[src/rtl/fetch_pc_bht_pkg.sv]
// ============================================================================
// Module : fetch_pc_bht_pkg
// Brief  : Shared BHT state encodings, reset PC default and counter training.
// Rev    : 1.0  initial release
// ============================================================================
`default_nettype none

package fetch_pc_bht_pkg;

    typedef enum logic [1:0] {
        BHT_SNT = 2'b00,
        BHT_WNT = 2'b01,
        BHT_WT  = 2'b10,
        BHT_ST  = 2'b11
    } bht_state_e;

    localparam logic [31:0] c_RESET_PC = 32'h0000_0000;

    // Saturating 2-bit counter step, applied to the state carried down the pipe.
    function automatic logic [1:0] bht_train(input logic [1:0] state, input logic taken);
        logic [1:0] result;
        result = state;
        if (taken) begin
            if (state != BHT_ST) begin
                result = state + 2'd1;
            end
        end else begin
            if (state != BHT_SNT) begin
                result = state - 2'd1;
            end
        end
        return result;
    endfunction

endpackage

`default_nettype wire

[src/rtl/fetch_pc_bht_bht_table.sv]
// ============================================================================
// Module : bht_table
// Brief  : Direct-mapped branch history table, async read, sync update/allocate.
// Rev    : 1.0  initial release
// ============================================================================
`default_nettype none

module bht_table
    import fetch_pc_bht_pkg::*;
#(
    parameter int BHT_ENTRIES = 16,
    parameter int IDX_W       = $clog2(BHT_ENTRIES),
    parameter int TAG_W       = 30 - IDX_W
) (
    input  logic              clk,
    input  logic              rst,
    input  logic [IDX_W-1:0]  i_rd_idx,
    input  logic [TAG_W-1:0]  i_rd_tag,
    output logic              o_rd_hit,
    output logic [1:0]        o_rd_cnt,
    output logic [29:0]       o_rd_target,
    input  logic              i_wr_valid,
    input  logic [IDX_W-1:0]  i_wr_idx,
    input  logic [TAG_W-1:0]  i_wr_tag,
    input  logic              i_wr_taken,
    input  logic [29:0]       i_wr_target,
    input  logic [1:0]        i_wr_state
);

    logic [BHT_ENTRIES-1:0] r_valid;
    logic [1:0]             r_cnt    [BHT_ENTRIES];
    logic [TAG_W-1:0]       r_tag    [BHT_ENTRIES];
    logic [29:0]            r_target [BHT_ENTRIES];

    logic       w_wr_hit;
    logic       w_alloc;
    logic       w_cnt_we;
    logic       w_tgt_we;
    logic [1:0] w_cnt_new;

    assign o_rd_hit    = r_valid[i_rd_idx] && (r_tag[i_rd_idx] == i_rd_tag);
    assign o_rd_cnt    = r_cnt[i_rd_idx];
    assign o_rd_target = r_target[i_rd_idx];

    // A not-taken miss writes nothing; a taken miss allocates as weak-taken.
    assign w_wr_hit  = r_valid[i_wr_idx] && (r_tag[i_wr_idx] == i_wr_tag);
    assign w_alloc   = i_wr_valid && !w_wr_hit && i_wr_taken;
    assign w_cnt_we  = i_wr_valid && (w_wr_hit || i_wr_taken);
    assign w_tgt_we  = i_wr_valid && i_wr_taken;
    assign w_cnt_new = w_wr_hit ? bht_train(i_wr_state, i_wr_taken) : BHT_WT;

    always_ff @(posedge clk or posedge rst) begin
        if (rst) begin
            r_valid <= '0;
            for (int i = 0; i < BHT_ENTRIES; i++) begin
                r_cnt[i] <= BHT_SNT;
            end
        end else begin
            if (w_alloc) begin
                r_valid[i_wr_idx] <= 1'b1;
            end
            if (w_cnt_we) begin
                r_cnt[i_wr_idx] <= w_cnt_new;
            end
        end
    end

    // Tag and target are qualified by valid, so they need no reset.
    always_ff @(posedge clk) begin
        if (w_alloc) begin
            r_tag[i_wr_idx] <= i_wr_tag;
        end
        if (w_tgt_we) begin
            r_target[i_wr_idx] <= i_wr_target;
        end
    end

endmodule

`default_nettype wire

[src/rtl/fetch_pc_bht.sv]
// ============================================================================
// Module : fetch_pc_bht
// Brief  : Fetch PC register with BHT lookup and next-PC selection.
// Rev    : 1.0  initial release
// ============================================================================
`default_nettype none

module fetch_pc_bht
    import fetch_pc_bht_pkg::*;
#(
    parameter int          BHT_ENTRIES = 16,
    parameter logic [31:0] RESET_PC    = c_RESET_PC
) (
    input  logic        clk,
    input  logic        rst,
    input  logic        en,
    input  logic        redirect,
    input  logic [31:0] redirect_pc,
    input  logic        upd_valid,
    input  logic [31:0] upd_pc,
    input  logic        upd_taken,
    input  logic [31:0] upd_target,
    input  logic [1:0]  upd_state,
    output logic [31:0] pc,
    output logic [1:0]  bht_state,
    output logic        pred_taken
);

    localparam int c_IDX_W = $clog2(BHT_ENTRIES);
    localparam int c_TAG_W = 30 - c_IDX_W;

    logic [31:0] r_pc;
    logic [31:0] w_next_pc;
    logic        w_hit;
    logic [1:0]  w_cnt;
    logic [29:0] w_target;
    logic        w_unused_bits;

    bht_table #(
        .BHT_ENTRIES (BHT_ENTRIES),
        .IDX_W       (c_IDX_W),
        .TAG_W       (c_TAG_W)
    ) u_bht_table (
        .clk         (clk),
        .rst         (rst),
        .i_rd_idx    (r_pc[c_IDX_W+1:2]),
        .i_rd_tag    (r_pc[31:c_IDX_W+2]),
        .o_rd_hit    (w_hit),
        .o_rd_cnt    (w_cnt),
        .o_rd_target (w_target),
        .i_wr_valid  (upd_valid),
        .i_wr_idx    (upd_pc[c_IDX_W+1:2]),
        .i_wr_tag    (upd_pc[31:c_IDX_W+2]),
        .i_wr_taken  (upd_taken),
        .i_wr_target (upd_target[31:2]),
        .i_wr_state  (upd_state)
    );

    assign w_unused_bits = ^{upd_pc[1:0], upd_target[1:0]};

    assign pc         = r_pc;
    assign bht_state  = w_hit ? w_cnt : BHT_SNT;
    assign pred_taken = w_hit && w_cnt[1];

    // Redirect outranks a stall so execute corrections are never lost.
    always_comb begin
        w_next_pc = r_pc;
        if (redirect) begin
            w_next_pc = redirect_pc;
        end else if (!en) begin
            w_next_pc = r_pc;
        end else if (pred_taken) begin
            w_next_pc = {w_target, 2'b00};
        end else begin
            w_next_pc = r_pc + 32'd4;
        end
    end

    always_ff @(posedge clk or posedge rst) begin
        if (rst) begin
            r_pc <= RESET_PC;
        end else begin
            r_pc <= w_next_pc;
        end
    end

endmodule

`default_nettype wire
[config.mk]
export PLATFORM = sky130hd
export DESIGN_NAME = fetch_pc_bht
export DESIGN_NICKNAME = d
export VERILOG_FILES = /design/src/rtl/fetch_pc_bht_pkg.sv /design/src/rtl/fetch_pc_bht_bht_table.sv /design/src/rtl/fetch_pc_bht.sv
export SDC_FILE = /design/constraint.sdc
export NUM_CORES = 1
export LEC_CHECK = 0
export ABC_AREA = 1
export CAP_MARGIN = 20
export CORE_ASPECT_RATIO = 0.6
export CORE_UTILIZATION = 30
export CTS_BUF_LIST = sky130_fd_sc_hd__clkbuf_4 sky130_fd_sc_hd__clkbuf_8
export DETAILED_ROUTE_END_ITERATION = 8
export SKIP_LAST_GASP = 1
export SYNTH_ARGS = -nofsm -noshare
export SYNTH_HDL_FRONTEND = slang
export SYNTH_SLANG_ARGS = --single-unit
[constraint.sdc]
create_clock -name clk -period 4.9 [get_ports clk]
set_input_delay 1.225 -clock clk [delete_from_list [all_inputs] [get_ports clk]]
set_output_delay 1.225 -clock clk [all_outputs]
set_load 0.01 [all_outputs]
==> out/results.tsv, run 1 <==
metric	value	unit
layout.cell_area.non_filler	55100	um2
vias_per_cell	5.18	
power_switching_share	32.0	%
post_syn_nets	4955	
static-leakage-power	0.0213	uW
design.die.area	156000	um2
synth_sequential_area_ratio	62.6	%
finish.net_count	5186	
placement.setup.worst_slack	18.6	ps
post_layout_nonfiller_instances	7240	
worstHoldStart	u_bht_table.r_cnt[27]$_DFFE_PP0P_	
syn_inst	4850	
grt_remaining_overflow	0	
floorplan.die.height	306	um
clock_tree.buffer_depth	3	
net-switching-power	6640	uW
cp_num_buf_inv	5	
worst_hold_slack	477	ps
clk_root_buffer_cell	sky130_fd_sc_hd__clkbuf_8	
grt_antenna_before_repair	15	
worst_path_most_repeated_cell	sky130_fd_sc_hd__buf_12	
vias	37500	
avgRoutedWirePerCell	22.9	um
boundaryPins	139	
post_synth_instance_area	46200	um2
ir_worst_vdd	261	uV
routed_wl	166	mm
final_max_slew_viol_count	0	
final.setup.worst_slack	-20.7	ps
period_minus_slack	4920	ps
violated_checks	setup timing	
worst_setup_path_start_kind	flip-flop	
timing.critical_path.slowest_stage_cell	sky130_fd_sc_hd__a221oi_1	
worst_pin_slew	903	ps
tritoncts	yes	
synthArstFlopShare	8.20	%
setup_violations	2	
max_stage_delay	520	ps
timing.setup.critical_path_class	flip-flop to primary output	
power-per-cell-area	376	nW/um2
detail_route.first_pass.iterations	7	
power.share.clock	33.8	%
drive_gt1_share	11.7	%
first_global_vias	34300	
run_status	complete, but fails checks	
synth_seq_cells	976	
crit_chain	buf_12 > buf_12 > buf_12 > nand2_1 > a221oi_1 > nor2_1 > a21oi_4 > nand2_4 > inv_2 > buf_2	
worst_ep_required_time	3670	ps
place.gp.congestion	0.931	
max_clock_freq	203	MHz
finalClockSkew	67.2	ps
crit_path_end_kind	primary output	
critical_path.reg2reg.startpoint	pc[3]$_DFFE_PP0P_	
starting_utilization_of_the_core_area	30.2	%
top_family_by_delay_on_critical_path	buffers and inverters	
finalHoldViolCount	0	
cap_violations	0	
critPathLaunch	pc[2]$_DFFE_PP0P_	
areaGrowthSynthToFinish	19.2	%
post_synth_num_cell_types	44	
clkSlewWorstSetupHoldPaths	70	ps
combPwrFrac	20.8	%
detail-route-antenna-nets	0	
numPortBuffers	134	
dominantRegCellSynth	sky130_fd_sc_hd__edfxtp_1	
fin_crit_sh	100	%
fp-row-count	111	
placement.cell_area	51200	um2
track_usage	20.8	%
power.internal	14100	uW
cts_max_level	4	
die_x	509	um
grt_start_max_net_pins	89	
power	20700	uW
detail_route.iter0.violations	5899	
grt_setup_unrepaired	true	
yosys_warnings	0	
hp-class	flip-flop to flip-flop	
relSlewSlack	39.8	%
power.share.sequential	45.5	%
arrival	3700	ps
clock_latency	900	ps
placeableCoreArea	153000	um2
place_hpwl	102	mm
ctsHoldBuffers	0	
count_of_flip_flops_with_a_built_in_enable_after_synthesis	896	
grt_pass1_wl	237	mm
drc_errors	0	
cts_num_sinks	976	
synth_area_per_cell	9.52	um2
place_inst	6944	
cts_made_buffers	146	
path_max_fanout	88	
## worst register-to-register path: stages, from the launching register on
cell and delay (ps):
sky130_fd_sc_hd__dfrtp_4 620, sky130_fd_sc_hd__buf_12 200, sky130_fd_sc_hd__buf_16 200, sky130_fd_sc_hd__buf_4 530, sky130_fd_sc_hd__ha_1 420, sky130_fd_sc_hd__inv_1 80
sky130_fd_sc_hd__nor2_1 230, sky130_fd_sc_hd__nand4_1 170, sky130_fd_sc_hd__nor2_1 230, sky130_fd_sc_hd__nand3_1 150, sky130_fd_sc_hd__nor2_1 430, sky130_fd_sc_hd__nand3_1 270
sky130_fd_sc_hd__nor3_1 300, sky130_fd_sc_hd__xor2_1 180, sky130_fd_sc_hd__nand2_1 70, sky130_fd_sc_hd__nand3_1 120, sky130_fd_sc_hd__nand2_1 50, sky130_fd_sc_hd__nand2_1 50
## sequential cells by signal, indices dropped and copies added (netlist names)
name	cells
u_bht_table.r_tag	416
pc	32
u_bht_table.r_target	480
u_bht_table.r_cnt	32
u_bht_table.r_valid	16
## routing by layer
layer | global-route usage [%] | wire length [um]
met5 | 0 | 23
met4 | 7.69 | 5360
met3 | 5.18 | 22500
met2 | 28.2 | 66400
met1 | 31.4 | 71600
## repair_timing
action                                  CTS  global route
gates cloned                              6             5
pin swaps                                16            22
endpoints found under the setup margin    3             3
buffers inserted                          9             3
gates resized for setup                  84            63
## kinds of logic after synthesis
kind of cell               synth area share [%]
DFF                                        62.6
AOI/OAI and AO/OA                          9.84
and+or+nand+nor                            20.5
xor gates and xnor gates                  0.531
buffers and inverters                      6.48
adders and majority gates                0.0271
## area by class of cell
cell class / instances / area [um2]
fill: 15200 / 97700
timing repair buffer: 359 / 4100
antenna: 7 / 17.5
inverter: 403 / 1570
multi-input combinational: 3192 / 14900
timing repair inverter: 3 / 31.3
clock buffer: 199 / 2420
sequential: 976 / 28900
tap: 2034 / 2540
clock inverter: 67 / 533
## power by group through the flow
stage / registers (uW) / logic [uW] / clock network, uW
2_1_floorplan: 9520 / 2250 / 0
3_3_place_gp: 9580 / 3810 / 0
3_5_place_dp: 9580 / 3850 / 0
4_1_cts: 9410 / 4040 / 7080
5_1_grt: 9420 / 4600 / 7440
6_report: 9410 / 4300 / 7000
## synthesized netlist by cell type, types with 27 or more instances
master                     number  area, um2
sky130_fd_sc_hd__o211ai_1      44        330
sky130_fd_sc_hd__edfxtp_1     896      26900
sky130_fd_sc_hd__a22oi_1       63        473
sky130_fd_sc_hd__dfrtp_1       80       2000
sky130_fd_sc_hd__inv_1        385       1450
sky130_fd_sc_hd__o21ai_1       27        135
sky130_fd_sc_hd__buf_4         47        353
sky130_fd_sc_hd__buf_2         83        415
sky130_fd_sc_hd__o221ai_1      41        359
sky130_fd_sc_hd__xor2_1        28        245
sky130_fd_sc_hd__o21ai_0      381       1910
sky130_fd_sc_hd__o22ai_1       85        532
sky130_fd_sc_hd__clkbuf_1     111        417
sky130_fd_sc_hd__a21oi_1      102        510
sky130_fd_sc_hd__nand2_1     1288       4830
sky130_fd_sc_hd__nand3_1      326       1630
sky130_fd_sc_hd__nor2_1       733       2750
## stage by stage
| stage | utilization (%) | setup TNS, ps |
|---|---|---|
| after floorplan | - | -14940 |
| after global placement | 33.5 | 0 |
| after detailed placement | 33.5 | 0 |
| after CTS | 35.8 | -52.2 |
| after global routing | 36.0 | -191 |
| final | 36.0 | -41.3 |
## final timing paths
path                                                        to  cells after the start  slack [ps]
hold / removal               u_bht_table.r_cnt[27]$_DFFE_PP0P_                      2         480
hold reg to reg              u_bht_table.r_cnt[27]$_DFFE_PP0P_                      2         480
setup reg to reg                            pc[28]$_DFFE_PP0P_                     17         520
setup / recovery                                    pred_taken                     10         -20
max in group asynchronous                   pc[20]$_DFFE_PP0P_                      4        3250
min in group asynchronous  u_bht_table.r_valid[13]$_DFFE_PP0P_                      2         820
## cell usage in the layout (no fill, tap or decap), types with 11 or more instances in the layout
| master | instances |
|---|---|
| sky130_fd_sc_hd__buf_4 | 139 |
| sky130_fd_sc_hd__o221ai_1 | 41 |
| sky130_fd_sc_hd__nand2_2 | 32 |
| sky130_fd_sc_hd__clkbuf_4 | 51 |
| sky130_fd_sc_hd__o22ai_1 | 85 |
| sky130_fd_sc_hd__a21oi_1 | 100 |
| sky130_fd_sc_hd__o21ai_1 | 29 |
| sky130_fd_sc_hd__o21ai_0 | 379 |
| sky130_fd_sc_hd__nand3_1 | 301 |
| sky130_fd_sc_hd__nor2_4 | 41 |
| sky130_fd_sc_hd__nor2_1 | 688 |
| sky130_fd_sc_hd__clkinv_1 | 43 |
| sky130_fd_sc_hd__clkdlybuf4s50_1 | 131 |
| sky130_fd_sc_hd__xor2_1 | 28 |
| sky130_fd_sc_hd__o211ai_1 | 44 |
| sky130_fd_sc_hd__buf_6 | 11 |
| sky130_fd_sc_hd__nand2_1 | 1252 |
| sky130_fd_sc_hd__edfxtp_1 | 896 |
| sky130_fd_sc_hd__inv_1 | 374 |
| sky130_fd_sc_hd__inv_2 | 14 |
| sky130_fd_sc_hd__clkbuf_8 | 148 |
| sky130_fd_sc_hd__o2111ai_1 | 16 |
| sky130_fd_sc_hd__buf_16 | 12 |
| sky130_fd_sc_hd__buf_12 | 59 |
| sky130_fd_sc_hd__a22oi_1 | 63 |
| sky130_fd_sc_hd__clkinv_2 | 13 |
| sky130_fd_sc_hd__nand3_2 | 18 |
| sky130_fd_sc_hd__dfrtp_1 | 77 |
(Power assumes the default switching activity.)
==> inputs of run 2 (changes only) <==
- PLACE_DENSITY_LB_ADDON: default -> 0.3
==> run 2 against run 1 <==
  * Critical path type unchanged
  * Maximum frequency increased by 0.55%
  * Clock power is 2% higher
  * The flow now finishes without violations
  * Die area unchanged
  * Combinational power up 5.1%
  * Via count is 0.86% higher
  * Worst hold slack worse by 3.7 ps
  * Design area rose by 1.5%
  * Worst setup slack improved by 27 ps
  * Power rose by 1.9%
  * Sequential cell count stayed put
  * First-iteration DRC count down 11%
  * Register-to-register slack worse by 400 ps
  * Critical endpoint is now bht_state[0]
==> out/results.tsv, run 2 (same netlist as run 1, synthesis figures left out) <==
metric	value	unit
run_status	complete, no violations	
cts_num_sinks	976	
power.internal	14400	uW
largest_reg_flops	480	
net-switching-power	6740	uW
max_stage_delay	520	ps
placement.setup.worst_slack	119	ps
grt_start_max_net_pins	88	
timing.critical_path.slowest_stage_cell	sky130_fd_sc_hd__dfrtp_4	
timing.setup.critical_path_class	flip-flop to primary output	
ir_worst_vdd	193	uV
grt_remaining_overflow	0	
finalClockSkew	68.1	ps
crit_path_end_kind	primary output	
grt_pass1_wl	247	mm
worst_pin_slew	928	ps
crit_chain	buf_12 > buf_12 > buf_12 > buf_16 > nor2_2 > nor2_1 > nand2_1 > nand3_2 > nand3_4 > nand2_4 > nand2_2 > nand2_1 > nor2_1 > nand2_1 > nor2_2 > nand2_2 > buf_6 > nor4_4 > buf_4 > buf_6	
combPwrFrac	21.4	%
layout.cells.most_common	sky130_fd_sc_hd__nand2_1	
rr_endpoint	pc[25]$_DFFE_PP0P_	
placeableCoreArea	153000	um2
postLayoutCoreUtil	36.6	%
place_hpwl	106	mm
clk_root_buffer_cell	sky130_fd_sc_hd__clkbuf_8	
clkSlewWorstSetupHoldPaths	70	ps
finish.net_count	5221	
vias	37800	
first_global_vias	35000	
hp-class	flip-flop to flip-flop	
routed_wl	174	mm
detail-route-antenna-nets	0	
setup_violations	0	
cap_violations	0	
areaGrowthSynthToFinish	21.0	%
grt_antenna_before_repair	11	
static-leakage-power	0.0217	uW
finalHoldViolCount	0	
track_usage	22.0	%
max_clock_freq	204	MHz
floorplan.die.height	306	um
tritoncts	yes	
place.gp.congestion	0.950	
power.share.sequential	44.6	%
cts_max_level	4	
tns	0	ps
worst_ep_required_time	3670	ps
clock_tree.buffer_depth	3	
die_x	509	um
drive_gt1_share	13.0	%
detail_route.first_pass.iterations	9	
placement.cell_area	51200	um2
largest_reg_by_ff_count	u_bht_table.r_target	
final_cell_mix	1239 x sky130_fd_sc_hd__nand2_1, 896 x sky130_fd_sc_hd__edfxtp_1, 684 x sky130_fd_sc_hd__nor2_1, 377 x sky130_fd_sc_hd__o21ai_0, 370 x sky130_fd_sc_hd__inv_1	
worst_setup_path_start_kind	flip-flop	
fin_crit_sh	99.9	%
setup.reg_to_reg.worst_slack	120	ps
grt_setup_unrepaired	true	
arrival	3670	ps
drc_errors	0	
numPortBuffers	134	
top_family_by_delay_on_critical_path	simple AND/OR/NAND/NOR gates	
path_max_fanout	8	
avgRoutedWirePerCell	23.9	um
hold-path-cell-count	2	
final.setup.worst_slack	6.02	ps
starting_utilization_of_the_core_area	30.2	%
fill_cells	15300	
detail_route.iter0.violations	5241	
period_minus_slack	4890	ps
power_switching_share	32.0	%
reg2reg_depth	36	
cts_made_buffers	149	
final_max_slew_viol_count	0	
power.share.clock	34.0	%
fp-row-count	111	
ctsHoldBuffers	0	
design.die.area	156000	um2
boundaryPins	139	
vias_per_cell	5.20	
layout.cell_area.non_filler	55900	um2
cp_num_buf_inv	7	
critical_path.reg2reg.startpoint	pc[4]$_DFFE_PP0P_	
layout_top_registers	u_bht_table.r_target: 480 flops, u_bht_table.r_tag: 416 flops	
clock_latency	900	ps
hold-path-endpoint	u_bht_table.r_cnt[9]$_DFFE_PP0P_	
power-per-cell-area	377	nW/um2
worstHoldStart	u_bht_table.r_cnt[9]$_DFFE_PP0P_	
relSlewSlack	38.1	%
## run 2: cell types whose count changed in the layout (fill, tap and decap cells not counted), sizes merged
cell / before / now
diode: 7 / 6
buf: 226 / 257
clkinvlp: 3 / 1
clkbuf: 201 / 204
bufbuf: 0 / 1
clkinv: 59 / 68
bufinv: 4 / 6
inv: 407 / 400
## run 2: repair_timing
action                     4_1_cts  5_1_grt
pin swaps                       37       32
setup buffers                   40        5
gates cloned                    14        4
resized for setup              180       50
setup endpoints to repair        3       15
## run 2: metal layers
| layer | wire length [um] | GRT usage, % | vias up | share of wire, % |
|---|---|---|---|---|
| met5 | 23 | 0 | - | 0.013 |
| met1 | 79000 | 33.6 | 18400 | 45 |
| met4 | 4770 | 7.49 | 4 | 2.7 |
| li1 | - | - | 17000 | - |
| met3 | 20100 | 4.79 | 298 | 12 |
| met2 | 70200 | 30.2 | 2134 | 40 |
## run 2: cell type report
type                       count  area [um2]  share of cell area [%]
multi-input combinational   3192       15100                    27.0
clock inverter                71         569                    1.02
inverter                     403        1580                    2.82
clock buffer                 200        2460                    4.41
tap                         2034        2540                    4.55
timing repair buffer         393        4710                    8.43
sequential                   976       28900                    51.7
antenna                        6        15.0                  0.0269
timing repair inverter         1        16.3                  0.0291
## run 2: worst max-delay path by stage
stage / start / to / slack, ps / cells after the start
after floorplan: upd_valid / u_bht_table.r_tag[7][0]$_DFFE_PP_ / -200 / 6
after global placement: upd_pc[2] / u_bht_table.r_tag[6][12]$_DFFE_PP_ / 130 / 16
after detailed placement: upd_pc[2] / u_bht_table.r_tag[5][22]$_DFFE_PP_ / 120 / 16
after CTS: pc[2]$_DFFE_PP0P_ / bht_state[0] / -90 / 19
after global routing: pc[2]$_DFFE_PP0P_ / bht_state[0] / -150 / 19
final: pc[2]$_DFFE_PP0P_ / bht_state[0] / 6 / 20
## run 2: through the flow
step                      hold WS (ps)  std cells  power, uW
after floorplan                    439       4850      11800
after global placement             457       6938      13400
after detailed placement           459       6938      13500
after CTS                          475       7263      21000
after global routing               486       7273      21900
final                              473       7276      21100
## run 2: tightest hold or removal path, stage by stage, from the launching register on
cell and delay [ps]:
sky130_fd_sc_hd__dfrtp_1 350, sky130_fd_sc_hd__nand2_1 50, sky130_fd_sc_hd__nand2_1 40
## run 2: power by group through the flow
| stage | Combinational (uW) | Clock, uW | Sequential, uW |
|---|---|---|---|
| 2_1_floorplan | 2250 | 0 | 9520 |
| 3_3_place_gp | 3830 | 0 | 9590 |
| 3_5_place_dp | 3860 | 0 | 9590 |
| 4_1_cts | 4320 | 7290 | 9410 |
| 5_1_grt | 4820 | 7650 | 9420 |
| 6_report | 4520 | 7170 | 9410 |
